--- config.mk ---
export PLATFORM = sky130hd
export DESIGN_NAME = sequential_divider_flat
export DESIGN_NICKNAME = d
export VERILOG_FILES = /design/src/rtl/sequential_divider_if.sv /design/src/rtl/sequential_divider.sv /design/src/flat_wrapper.sv
export SDC_FILE = /design/constraint.sdc
export NUM_CORES = 1
export LEC_CHECK = 0
export ABC_CLOCK_PERIOD_IN_PS = 6650
export BUFFER_PORTS_ARGS = -buffer_cell sky130_fd_sc_hd__buf_4
export CAP_MARGIN = 40
export CELL_PAD_IN_SITES_DETAIL_PLACEMENT = 0
export CELL_PAD_IN_SITES_GLOBAL_PLACEMENT = 1
export CORE_UTILIZATION = 25
export CTS_CLUSTER_DIAMETER = 40
export CTS_CLUSTER_SIZE = 30
export DETAILED_ROUTE_END_ITERATION = 8
export GPL_TIMING_DRIVEN = 0
export PLACE_DENSITY = 0.55
export SYNTH_ARGS = -nofsm -noshare
export SYNTH_HDL_FRONTEND = slang
export SYNTH_SLANG_ARGS = --single-unit
export TNS_END_PERCENT = 50
--- constraint.sdc ---
create_clock -name clk -period 6.65 [get_ports clk]
set_input_delay 1.33 -clock clk [delete_from_list [all_inputs] [get_ports clk]]
set_output_delay 1.33 -clock clk [all_outputs]
set_load 0.02 [all_outputs]
--- src/rtl/sequential_divider_if.sv ---
// sequential_divider_if: handshake and data bundle for the iterative signed divider.
//   start, in1, in2       : request and operands, driven by the requester (master)
//   quotient, remainder   : registered results, valid from the cycle done is high
//   busy, done            : operation-in-progress level and one-cycle completion pulse
//   div_by_zero, overflow : status flags of the last completed operation
interface sequential_divider_if #(
  parameter int WIDTH = 32
);
  logic             start;
  logic [WIDTH-1:0] in1;
  logic [WIDTH-1:0] in2;
  logic [WIDTH-1:0] quotient;
  logic [WIDTH-1:0] remainder;
  logic             busy;
  logic             done;
  logic             div_by_zero;
  logic             overflow;

  modport master (
    output start, in1, in2,
    input  quotient, remainder, busy, done, div_by_zero, overflow
  );

  modport slave (
    input  start, in1, in2,
    output quotient, remainder, busy, done, div_by_zero, overflow
  );
endinterface

--- src/rtl/sequential_divider.sv ---
// sequential_divider: iterative signed restoring divider, one quotient bit per clock.
//   clk : rising-edge clock
//   rst : synchronous active-high reset; aborts any operation in flight
//   bus : sequential_divider_if slave port
//         start (sampled only in IDLE), in1 = dividend, in2 = divisor,
//         quotient (truncated toward zero), remainder (sign of dividend),
//         busy, done (one-cycle pulse), div_by_zero, overflow.
// Latency: WIDTH+1 edges after the accepting edge; divide by zero takes 1 edge.
// Results and flags hold until the next completed operation or reset.
module sequential_divider #(
  parameter int WIDTH = 32
) (
  input  logic                 clk,
  input  logic                 rst,
  sequential_divider_if.slave  bus
);

  localparam int CW = (WIDTH > 2) ? $clog2(WIDTH) : 1;

  typedef enum logic [1:0] {IDLE, RUN, FINISH} state_t;

  state_t           state_reg;
  logic [WIDTH-1:0] dividend_reg;   // shifts out dividend bits, shifts in quotient bits
  logic [WIDTH-1:0] divisor_reg;
  logic [WIDTH:0]   prem_reg;       // partial remainder
  logic [CW-1:0]    count_reg;
  logic             sign_q_reg;
  logic             sign_r_reg;
  logic             dbz_pending_reg;
  logic             ovf_pending_reg;

  logic [WIDTH-1:0] quotient_reg;
  logic [WIDTH-1:0] remainder_reg;
  logic             busy_reg;
  logic             done_reg;
  logic             div_by_zero_reg;
  logic             overflow_reg;

  logic [WIDTH-1:0] in1_abs;
  logic [WIDTH-1:0] in2_abs;
  logic [WIDTH+1:0] trial;
  logic             in1_most_neg;
  logic             in2_minus_one;

  always_comb begin
    // Negating the most-negative value wraps to itself, which read as
    // unsigned is exactly its magnitude 2^(WIDTH-1).
    in1_abs       = bus.in1[WIDTH-1] ? -bus.in1 : bus.in1;
    in2_abs       = bus.in2[WIDTH-1] ? -bus.in2 : bus.in2;
    in1_most_neg  = (bus.in1 == {1'b1, {(WIDTH-1){1'b0}}});
    in2_minus_one = (bus.in2 == {WIDTH{1'b1}});
    // Shifted partial remainder minus divisor, one bit wider so the sign bit
    // can never be lost; a set MSB means the trial went negative.
    trial = {prem_reg, dividend_reg[WIDTH-1]} - {2'b00, divisor_reg};
  end

  always_ff @(posedge clk) begin
    if (rst) begin
      state_reg       <= IDLE;
      dividend_reg    <= '0;
      divisor_reg     <= '0;
      prem_reg        <= '0;
      count_reg       <= '0;
      sign_q_reg      <= 1'b0;
      sign_r_reg      <= 1'b0;
      dbz_pending_reg <= 1'b0;
      ovf_pending_reg <= 1'b0;
      quotient_reg    <= '0;
      remainder_reg   <= '0;
      busy_reg        <= 1'b0;
      done_reg        <= 1'b0;
      div_by_zero_reg <= 1'b0;
      overflow_reg    <= 1'b0;
    end else begin
      done_reg <= 1'b0;
      case (state_reg)
        IDLE: begin
          if (bus.start) begin
            divisor_reg     <= in2_abs;
            prem_reg        <= '0;
            count_reg       <= '0;
            sign_q_reg      <= bus.in1[WIDTH-1] ^ bus.in2[WIDTH-1];
            sign_r_reg      <= bus.in1[WIDTH-1];
            ovf_pending_reg <= in1_most_neg && in2_minus_one;
            busy_reg        <= 1'b1;
            if (bus.in2 == '0) begin
              // The dividend register is idle on this path, so it carries the
              // raw dividend through to become the remainder.
              dividend_reg    <= bus.in1;
              dbz_pending_reg <= 1'b1;
              state_reg       <= FINISH;
            end else begin
              dividend_reg    <= in1_abs;
              dbz_pending_reg <= 1'b0;
              state_reg       <= RUN;
            end
          end
        end

        RUN: begin
          if (!trial[WIDTH+1]) begin
            prem_reg     <= trial[WIDTH:0];
            dividend_reg <= {dividend_reg[WIDTH-2:0], 1'b1};
          end else begin
            prem_reg     <= {prem_reg[WIDTH-1:0], dividend_reg[WIDTH-1]};
            dividend_reg <= {dividend_reg[WIDTH-2:0], 1'b0};
          end
          count_reg <= count_reg + 1'b1;
          if (count_reg == CW'(WIDTH - 1)) begin
            state_reg <= FINISH;
          end
        end

        FINISH: begin
          if (dbz_pending_reg) begin
            quotient_reg  <= '1;
            remainder_reg <= dividend_reg;
          end else begin
            quotient_reg  <= sign_q_reg ? -dividend_reg : dividend_reg;
            remainder_reg <= sign_r_reg ? -prem_reg[WIDTH-1:0] : prem_reg[WIDTH-1:0];
          end
          div_by_zero_reg <= dbz_pending_reg;
          overflow_reg    <= ovf_pending_reg;
          done_reg        <= 1'b1;
          busy_reg        <= 1'b0;
          state_reg       <= IDLE;
        end

        default: begin
          state_reg <= IDLE;
          busy_reg  <= 1'b0;
        end
      endcase
    end
  end

  assign bus.quotient    = quotient_reg;
  assign bus.remainder   = remainder_reg;
  assign bus.busy        = busy_reg;
  assign bus.done        = done_reg;
  assign bus.div_by_zero = div_by_zero_reg;
  assign bus.overflow    = overflow_reg;

endmodule

--- src/flat_wrapper.sv ---
// flat-port wrapper written by rule: the top's interface ports become plain ports
module sequential_divider_flat 
#(
  parameter int WIDTH = 32
)
  (clk, rst, bus_start, bus_in1, bus_in2, bus_quotient, bus_remainder, bus_busy, bus_done, bus_div_by_zero, bus_overflow);
  sequential_divider_if #(.WIDTH(WIDTH)) bus_i ();
  input  logic clk;
  input  logic rst;
  input wire logic [$bits(bus_i.start)-1:0] bus_start;
  input wire logic [$bits(bus_i.in1)-1:0] bus_in1;
  input wire logic [$bits(bus_i.in2)-1:0] bus_in2;
  output wire logic [$bits(bus_i.quotient)-1:0] bus_quotient;
  output wire logic [$bits(bus_i.remainder)-1:0] bus_remainder;
  output wire logic [$bits(bus_i.busy)-1:0] bus_busy;
  output wire logic [$bits(bus_i.done)-1:0] bus_done;
  output wire logic [$bits(bus_i.div_by_zero)-1:0] bus_div_by_zero;
  output wire logic [$bits(bus_i.overflow)-1:0] bus_overflow;
  assign bus_i.start = bus_start;
  assign bus_i.in1 = bus_in1;
  assign bus_i.in2 = bus_in2;
  assign bus_quotient = bus_i.quotient;
  assign bus_remainder = bus_i.remainder;
  assign bus_busy = bus_i.busy;
  assign bus_done = bus_i.done;
  assign bus_div_by_zero = bus_i.div_by_zero;
  assign bus_overflow = bus_i.overflow;
  sequential_divider #(.WIDTH(WIDTH)) u_core (.clk(clk), .rst(rst), .bus(bus_i));
endmodule
---- After elaboration in Yosys (flattened, before gate mapping) ----
Cells that the tools add are included.
word-level totals
  bits in read-only memories .............. 0
  latch bits .............................. 0
  register bits after elaboration ......... 176
  memories kept ........................... 0
  bits of input ports ..................... 67
  memory bits (writable) .................. 0
operators by class
  reduce and logical (&&, ||, !) cells .... 8
  equality and inequality tests ........... 7
  $lt $le $gt $ge ......................... 0
  shifts and indexed selects .............. 0
  add/subtract/negate cells ............... 6
  div/mod/pow operators ................... 0
  bitwise logic cells ..................... 2
  mux-type cells .......................... 23
  $mul .................................... 0
operators by type and width
  operator                count
  $mux W32                8
  $neg A32 Y32            4
  $mux W33                2
  $pmux W33 S2            1
  $eq A32 B32 Y1 const B  2
  $pmux W32 S2            1
  $sub A34 B32 Y34        1
  $logic_not A32 Y1       1
  $pmux W5 S2             1
  $reduce_and A2 Y1       4
  $mux W2                 3
  $add A5 B1 Y5 const B   1
  $eq A5 B5 Y1 const B    1
  $mux W5                 1
  $mux W1                 4
  $pmux W2 S2             1
  $eq A2 B1 Y1 const B    1
  $eq A2 B2 Y1 const B    1
  $logic_not A2 Y1        1
  $ne A2 B1 Y1 const B    1
  $ne A2 B2 Y1 const B    1
  $pmux W1 S2             1
  $reduce_bool A2 Y1      1
  $logic_and A1 B1 Y1     1
  other kinds (2)         2

---- Logic depth before layout (Yosys ltp) ----
Gate-level depths: netlist (run 1).
  depth in word-level cells ............... 5
  mapped depth ............................ 13
  mapped depth without buffers ............ 13

---- Worst setup path after synthesis (run 1) ----
OpenSTA, ideal clock, no wires.
  kind .................................... input to register
  start ................................... input port bus_in2[5]
  end ..................................... register u_core.divisor_reg[27]
  arrival ................................. 3.687 ns
  path buffers ............................ 0
  stages .................................. 8
  slack ................................... 2.877 ns
  required time ........................... 6.564 ns
  cells stage by stage .................... or4_4 -> or3_1 -> or2_1 -> or3_4 -> or3_4 -> o41ai_2 -> xor2_1 -> a211oi_1
between the ends
  cells in the longest elaborated chain, start to end .. 2
RTL lines
  what                    RTL line                  source
  start: declaration      flat_wrapper.sv:12        input wire logic [$bits(bus_i.in2)-1:0] bus_in2;
  $neg A32 Y32            sequential_divider.sv:49  in2_abs = bus.in2[WIDTH-1] ? -bus.in2 : bus.in2;
  $mux W32                sequential_divider.sv:49
  end signal: assignment  sequential_divider.sv:79  divisor_reg <= in2_abs;
  end: declaration        sequential_divider.sv:24  logic [WIDTH-1:0] divisor_reg;
No other way between the ends.
A chain may end at the register's enable or synchronous reset.

---- Worst setup path in the final report (run 1) ----
  start ................................... input port bus_in2[5]
  end ..................................... register u_core.dividend_reg[24]
between the ends
  cells in the longest elaborated chain, start to end .. 4
RTL lines
  what                    RTL line                   source
  $logic_not A32 Y1       sequential_divider.sv:86   if (bus.in2 == '0) begin
  $mux W32                sequential_divider.sv:86
  $mux W32                sequential_divider.sv:78   if (bus.start) begin
  $pmux W32 S2            sequential_divider.sv:76   case (state_reg)
  end signal: assignment  sequential_divider.sv:89   dividend_reg <= bus.in1;
  end signal: assignment  sequential_divider.sv:93   dividend_reg <= in1_abs;
  end signal: assignment  sequential_divider.sv:103  dividend_reg <= {dividend_reg[WIDTH-2:0], 1'b1};
  end: declaration        sequential_divider.sv:23   logic [WIDTH-1:0] dividend_reg;
No other way between the ends. The select of a mux whose other input is x is not followed.

==> results of run 1 <==
==> metrics by stage <==
stage,std cells,power [mW],worst slack (ns),hold WS (ns)
6_report,2237,4.67,2.60,0.453
3_3_place_gp,2204,3.70,1.65,0.448
4_1_cts,2236,4.71,2.55,0.456
5_1_grt,2237,5.00,2.41,0.468
2_1_floorplan,1479,3.04,2.88,0.432
3_5_place_dp,2206,3.69,2.05,0.448
==> critical path: cells and delay by family <==
kind,cells,cell delay [ns]
simple gates,6,2.47
compound gates,2,0.29
xor+xnor,1,0.20
buf+inv,1,0.13
==> area by class of cell <==
type	count	area, sq um	share of cell area, %
clock inverter	10	104	0.763
sequential	176	3520	25.9
tap	592	741	5.44
timing repair buffer	136	1020	7.51
multi-input combinational	1142	7140	52.4
buffer	97	387	2.84
inverter	64	240	1.77
clock buffer	20	457	3.36
==> metal layers <==
metal | GRT usage, % | vias to the layer above | wire [um]
li1 | - | 5593 | -
met1 | 24.3 | 5233 | 20200
met2 | 30.4 | 226 | 19700
met3 | 2.67 | 42 | 1500
met4 | 6.07 | 2 | 832
met5 | 0 | - | 12
==> logic make-up (layout without fill, tap and decap cells) <==
family	count (synthesis)	in the layout	synth area share [%]
simple gates	488	488	20.0
compound gates	443	443	25.0
flops	176	176	31.2
buf+inv	161	327	5.56
xor+xnor	146	146	11.5
fa+ha+maj	40	40	4.50
mux	25	25	2.23
==> worst min path at each step <==
stage / startpoint / endpoint / cells past startpoint
6_report: u_core.bus.remainder[10] / u_core.bus.remainder[10] / 2
3_3_place_gp: u_core.ovf_pending_reg / u_core.bus.overflow / 2
5_1_grt: u_core.bus.remainder[10] / u_core.bus.remainder[10] / 2
3_5_place_dp: u_core.bus.remainder[10] / u_core.bus.remainder[10] / 2
2_1_floorplan: u_core.ovf_pending_reg / u_core.bus.overflow / 2
4_1_cts: u_core.bus.remainder[10] / u_core.bus.remainder[10] / 2
==> placed cells by master, fill, tap and decap left out, types with 10 or more instances in the layout <==
cell,instances
a211oi_1,38
or3_1,18
or4_1,16
nor2_1,120
dfxtp_1,176
clkbuf_16,17
o21ai_1,26
inv_1,63
clkbuf_1,85
buf_4,135
nand2b_1,18
nor4_1,10
o21ai_0,91
nand4_1,18
o41ai_1,12
o22ai_1,29
a21o_1,10
o31ai_1,32
o221ai_1,29
nand2_1,208
a21oi_1,115
nand3_1,19
mux2i_1,24
xnor2_1,87
nor3_1,27
xor2_1,58
ha_1,39
==> synth_stat cells, types with 32 or more instances <==
| library cell | number |
|---|---|
| clkbuf_1 | 84 |
| a211oi_1 | 38 |
| dfxtp_1 | 176 |
| a21oi_1 | 115 |
| inv_1 | 63 |
| ha_1 | 39 |
| nand2_1 | 208 |
| xnor2_1 | 87 |
| xor2_1 | 58 |
| o31ai_1 | 32 |
| nor2_1 | 120 |
| o21ai_0 | 91 |
==> report_power, final <==
| part | leakage (nW) | switching, mW | internal, mW |
|---|---|---|---|
| clock | 0.267 | 0.468 | 0.537 |
| sequential | 1.43 | 0.170 | 1.15 |
| combinational | 3.39 | 1.39 | 0.952 |
| total | 5.09 | 2.03 | 2.64 |
==> impl_metrics.py, run 1 <==
metrics = {
    "status": {
        "status": "finished clean",
    },
    "timing": {
        "fmax_mhz": 247,
        "fin_crit_sh_pct": 60.9,
        "min_period_ns": 4.05,
        "tightest_slew_ns": 0.896,
        "setup_violations": 0,
        "skew_ns": 0.0145,
        "slew_viol_final": 0,
        "setup_tns_ns": 0,
        "slew_headroom_pct": 39.8,
        "hold_viol": 0,
        "rsz0062_at_grt": "no",
    },
    "worst_setup_path": {
        "critPathSlowestCell": "nor4_2",
        "worstPathMaxFanout": 6,
        "r2r_end": "u_core.prem_reg[30]",
        "crit_path_start": "bus_in2[5]",
        "cp-endpoint": "u_core.dividend_reg[24]",
        "cp_cell_sequence": "buf_4 -> or4_4 -> nor3_1 -> nand4_1 -> nor4_2 -> nand2b_1 -> nor2_1 -> xor2_1 -> o221ai_1 -> a21oi_1",
        "critPathMaxStageDelay_ns": 0.78,
        "worstPathRequired_ns": 7.04,
        "path_class": "primary input to register",
        "timing.rr.start": "u_core.prem_reg[23]",
        "r2r_slack_ns": 3.05,
        "crit_arrival_ns": 4.44,
        "r2r_cells": 11,
        "worst_setup_path_start_kind": "primary input",
        "endpoint_kind": "register",
    },
    "finish": {
        "largest_reg_flops": 33,
        "utilization_pct": 30.7,
        "fin_nets": 1741,
        "drive_above_1_share_pct": 11.9,
        "final.fill_count": 4868,
        "syn_to_final_growth_pct": 20.7,
        "final_cell_area_sq_um": 13600,
        "antenna_cells": 0,
    },
    "die": {
        "start_util_pct": 25.5,
        "die_h_um": 214,
        "num_rows": 77,
        "top_level_ports": 135,
        "design.die.area_sq_um": 46000,
        "design.core.area_sq_um": 44300,
        "die_w_um": 214,
    },
    "clock_tree": {
        "postCtsSetupBuffers": 0,
        "clock_path_buffers": 2,
        "clock_latency_ns": 0.46,
        "clk_transition_reported_paths_ns": 0.07,
        "clockRootBuffer": "clkbuf_16",
        "post_cts_resized": 0,
        "cts_htree_levels": 4,
        "cts_tree": "built",
        "cts_buffers": 17,
        "cts.sinks": 176,
        "hold_buffers": 0,
    },
    "logic_synthesis": {
        "yosysSeqAreaShare_pct": 31.2,
        "synth-edff-count": 0,
        "synth-seq-cells": 176,
        "synth_flop_cell": "dfxtp_1",
        "netlist_area_sq_um": 11300,
        "syn_inst": 1479,
        "yosysTopAreaCell": "dfxtp_1",
        "synth_fp_nets": 1586,
        "netlist_top_cells_area": "dfxtp_1, nand2_1, xnor2_1",
        "synth_top_area_share_pct": 31.2,
        "ys_types": 71,
        "syn_avg_cell_area_sq_um": 7.63,
        "synthArstFlopShare_pct": 0,
        "ys_warn_count": 0,
    },
    "global_routing": {
        "grt_max_degree": 17,
        "grt_pass1_vias": 10600,
        "grt_overflow": 0,
        "grtUsageTotal_pct": 18.3,
        "antenna_found_initial": 1,
        "grt_pass1_wl_um": 64700,
    },
    "detailed_routing": {
        "drcViolationCount": 0,
        "wl_per_cell_um": 18.9,
        "via_per_inst": 4.96,
        "num_vias": 11100,
        "finalWirelength_um": 42300,
        "initialDrtViolationCount": 665,
        "dr.pass1.iters": 5,
        "ant_nets": 0,
    },
    "power": {
        "ir_drop_v": 0.000196,
        "p_leak_nw": 5.09,
        "powerDensity_nw_per_um2": 343,
    },
    "place": {
        "gp_congestion": 0.836,
        "io_buffer_count": 133,
        "place_area_sq_um": 13000,
        "hpwl_um": 34200,
    },
    "min_path": {
        "hold_path_class": "register to register",
    },
    "flow_run": {
        "cap_violations": 0,
    },
}
Power figures use the tool's default switching activity.
==> run 2, diff against run 1 <==
- ABC_AREA: default -> 1
- ABC_CLOCK_PERIOD_IN_PS: 6650 -> 3400
- PLACE_DENSITY: 0.55 -> 0.59
- clock period: 6.65 -> 3.4 ns (I/O delays scaled with it)
==> run 2 against run 1 <==
The flow now finishes with violations (design-rule violations). Global-route usage up 3.1 points. Design area up 17%. Clock-buffer cell count increased by 1. Wire length up 38%. Sequential power rose by 86%. Sequential share of layout area down 3.7 points. Via count increased by 35%. Clock skew rose by 0.0014 ns. Largest power group unchanged.
==> impl_metrics.py, run 2 <==
metrics = {
    "die": {
        "die_w_um": 234,
        "num_rows": 84,
        "top_level_ports": 135,
        "die_h_um": 234,
        "design.core.area_sq_um": 52900,
        "design.die.area_sq_um": 54700,
        "start_util_pct": 25.4,
    },
    "clock_tree": {
        "clock_path_buffers": 2,
        "cts_buffers": 17,
        "cts.sinks": 176,
        "postCtsSetupBuffers": 0,
        "hold_buffers": 0,
        "post_cts_resized": 0,
        "cts_tree": "built",
        "clk_transition_reported_paths_ns": 0.07,
        "cts_htree_levels": 4,
        "clockRootBuffer": "clkbuf_16",
        "clock_latency_ns": 0.47,
    },
    "finish": {
        "antenna_cells": 0,
        "largest_reg_flops": 33,
        "drive_above_1_share_pct": 9.91,
        "syn_to_final_growth_pct": 18.3,
        "instances_no_fill": 3109,
        "final.fill_count": 6061,
        "mostFrequentLayoutCell": "nand2_1",
        "final_cell_mix": "nand2_1, inv_1, nand3_1, nor2_1, dfxtp_1",
        "fin_nets": 2515,
    },
    "logic_synthesis": {
        "synth_top_family_by_area": "simple AND/OR/NAND/NOR gates",
        "synth_compound_area_share_pct": 15.7,
        "synth_xor_area_share_pct": 3.58,
        "synth_fp_nets": 2363,
        "yosysMostFrequentCell": "nand2_1",
        "yosysTopAreaCell": "dfxtp_1",
        "synth-seq-cells": 176,
        "synth_fa_ha_area_share_pct": 3.78,
        "syn_inst": 2256,
        "synth_flop_cell": "dfxtp_1",
        "synth_top_area_share_pct": 26.2,
        "synthTopCellsByCount": "nand2_1, inv_1, nand3_1",
        "yosysSeqAreaShare_pct": 26.2,
        "ys_types": 43,
        "synthArstFlopShare_pct": 0,
        "netlist_area_sq_um": 13400,
        "netlist_top_cells_area": "dfxtp_1, nand2_1, inv_1",
        "ys_warn_count": 0,
        "synth-edff-count": 0,
        "syn_avg_cell_area_sq_um": 5.96,
        "synthMuxAreaShare_pct": 0,
        "synthSimpleGateAreaFrac_pct": 37.9,
    },
    "worst_setup_path": {
        "crit_top_cell": "nand2_1",
        "critPathSlowestCell": "fa_1",
        "endpoint_kind": "register",
        "cp_cell_sequence": "inv_1 -> ha_1 -> inv_1 -> fa_1 -> nand2_1 -> nand2_1 -> nand3_1 -> nand2_1 -> nand2_1 -> nand2_1 -> nand2_1 -> nand3b_1 -> nand2_1 -> nand3_1 -> nand3_1 -> a21oi_1",
        "path_class": "register to register",
        "worstPathRequired_ns": 3.71,
        "worst_setup_path_start_kind": "register",
        "critPathMaxStageDelay_ns": 0.45,
        "worstPathMaxFanout": 4,
        "crit_arrival_ns": 3.09,
    },
    "global_routing": {
        "grt_pass1_vias": 14300,
        "antenna_found_initial": 2,
        "grt_overflow": 0,
        "grtUsageTotal_pct": 21.5,
        "grt_max_degree": 17,
        "grt_pass1_wl_um": 87300,
    },
    "place": {
        "io_buffer_count": 132,
        "gp_congestion": 0.917,
        "dp_cells": 3077,
        "hpwl_um": 49200,
        "place_ws_ns": 0.511,
    },
    "detailed_routing": {
        "wl_per_cell_um": 18.8,
        "via_per_inst": 4.82,
        "initialDrtViolationCount": 1010,
        "drcViolationCount": 3,
        "finalWirelength_um": 58500,
        "ant_nets": 0,
        "num_vias": 15000,
        "dr.pass1.iters": 8,
    },
    "timing": {
        "min_period_ns": 2.78,
        "fin_crit_sh_pct": 81.9,
        "setup_violations": 0,
        "fin_ws_ns": 0.617,
        "rsz0062_at_grt": "no",
        "fmax_mhz": 359,
        "tightest_slew_ns": 0.881,
        "hold_viol": 0,
        "skew_ns": 0.0159,
        "slew_viol_final": 0,
        "setup_tns_ns": 0,
        "slew_headroom_pct": 41.3,
    },
    "power": {
        "powerDensity_nw_per_um2": 559,
        "p_leak_nw": 7.58,
        "ir_drop_v": 0.000361,
    },
    "flow_run": {
        "cap_violations": 0,
    },
    "min_path": {
        "hold_path_class": "register to register",
    },
    "status": {
        "status": "finished with violations",
        "violations": "design-rule violations",
    },
}
-- run 2: worst paths after layout --
kind	from	to	slack, ns	depth (start not counted)
hold reg to reg	u_core.dividend_reg[28]	u_core.dividend_reg[28]	0.47	2
setup / recovery	u_core.dividend_reg[31]	u_core.prem_reg[20]	0.62	16
hold / removal	u_core.dividend_reg[28]	u_core.dividend_reg[28]	0.47	2
setup reg to reg	u_core.dividend_reg[31]	u_core.prem_reg[20]	0.62	16
-- run 2: worst max-delay path, delay by kind of cell, from the launching register on --
family / cells / cell delay (ns)
buffers and inverters: 2 / 0.36
AND/OR/NAND/NOR: 11 / 1.17
AO/OA/AOI/OAI: 1 / 0.06
adder cells (fa/ha/maj): 2 / 0.66
flip-flops: 1 / 0.38
-- run 2: cell families after synthesis --
group	after synthesis
buffers and inverters	428
flip-flops	176
AO/OA/AOI/OAI	384
AND/OR/NAND/NOR	1173
adder cells (fa/ha/maj)	40
XOR/XNOR	55
-- run 2: final cells by class --
class,instances,area (sq um),area share (%)
Buffer,93,462,2.90
Clock buffer,21,470,2.96
Clock inverter,11,126,0.795
Inverter,335,1260,7.91
Multi-Input combinational cell,1652,8200,51.6
Sequential cell,176,3520,22.2
Tap cell,688,861,5.41
Timing Repair Buffer,133,1000,6.30
-- run 2: metal layers --
| metal | GRT usage [%] | vias up | wire length (um) |
|---|---|---|---|
| li1 | - | 7593 | - |
| met3 | 2.86 | 52 | 2410 |
| met1 | 30.3 | 6999 | 28700 |
| met5 | 0 | - | 25 |
| met2 | 34.3 | 334 | 26300 |
| met4 | 5.15 | 4 | 1020 |
-- run 2: per-stage QoR --
step	utilization, %	instance area, sq um	total power, mW	hold slack, ns
after global placement	28.9	15300	6.82	0.453
after global routing	30.1	15900	9.56	0.490
after floorplan	-	13400	5.46	0.444
after detailed placement	28.9	15300	6.82	0.456
after CTS	30.1	15900	8.90	0.467
final	30.1	15900	8.89	0.467
-- run 2: where the power goes --
| group | internal [mW] | total, mW | switching (mW) | leakage, nW |
|---|---|---|---|---|
| Clock | 1.15 | 2.07 | 0.924 | 0.295 |
| Combinational | 1.40 | 4.35 | 2.96 | 5.85 |
| Sequential | 2.23 | 2.46 | 0.228 | 1.43 |
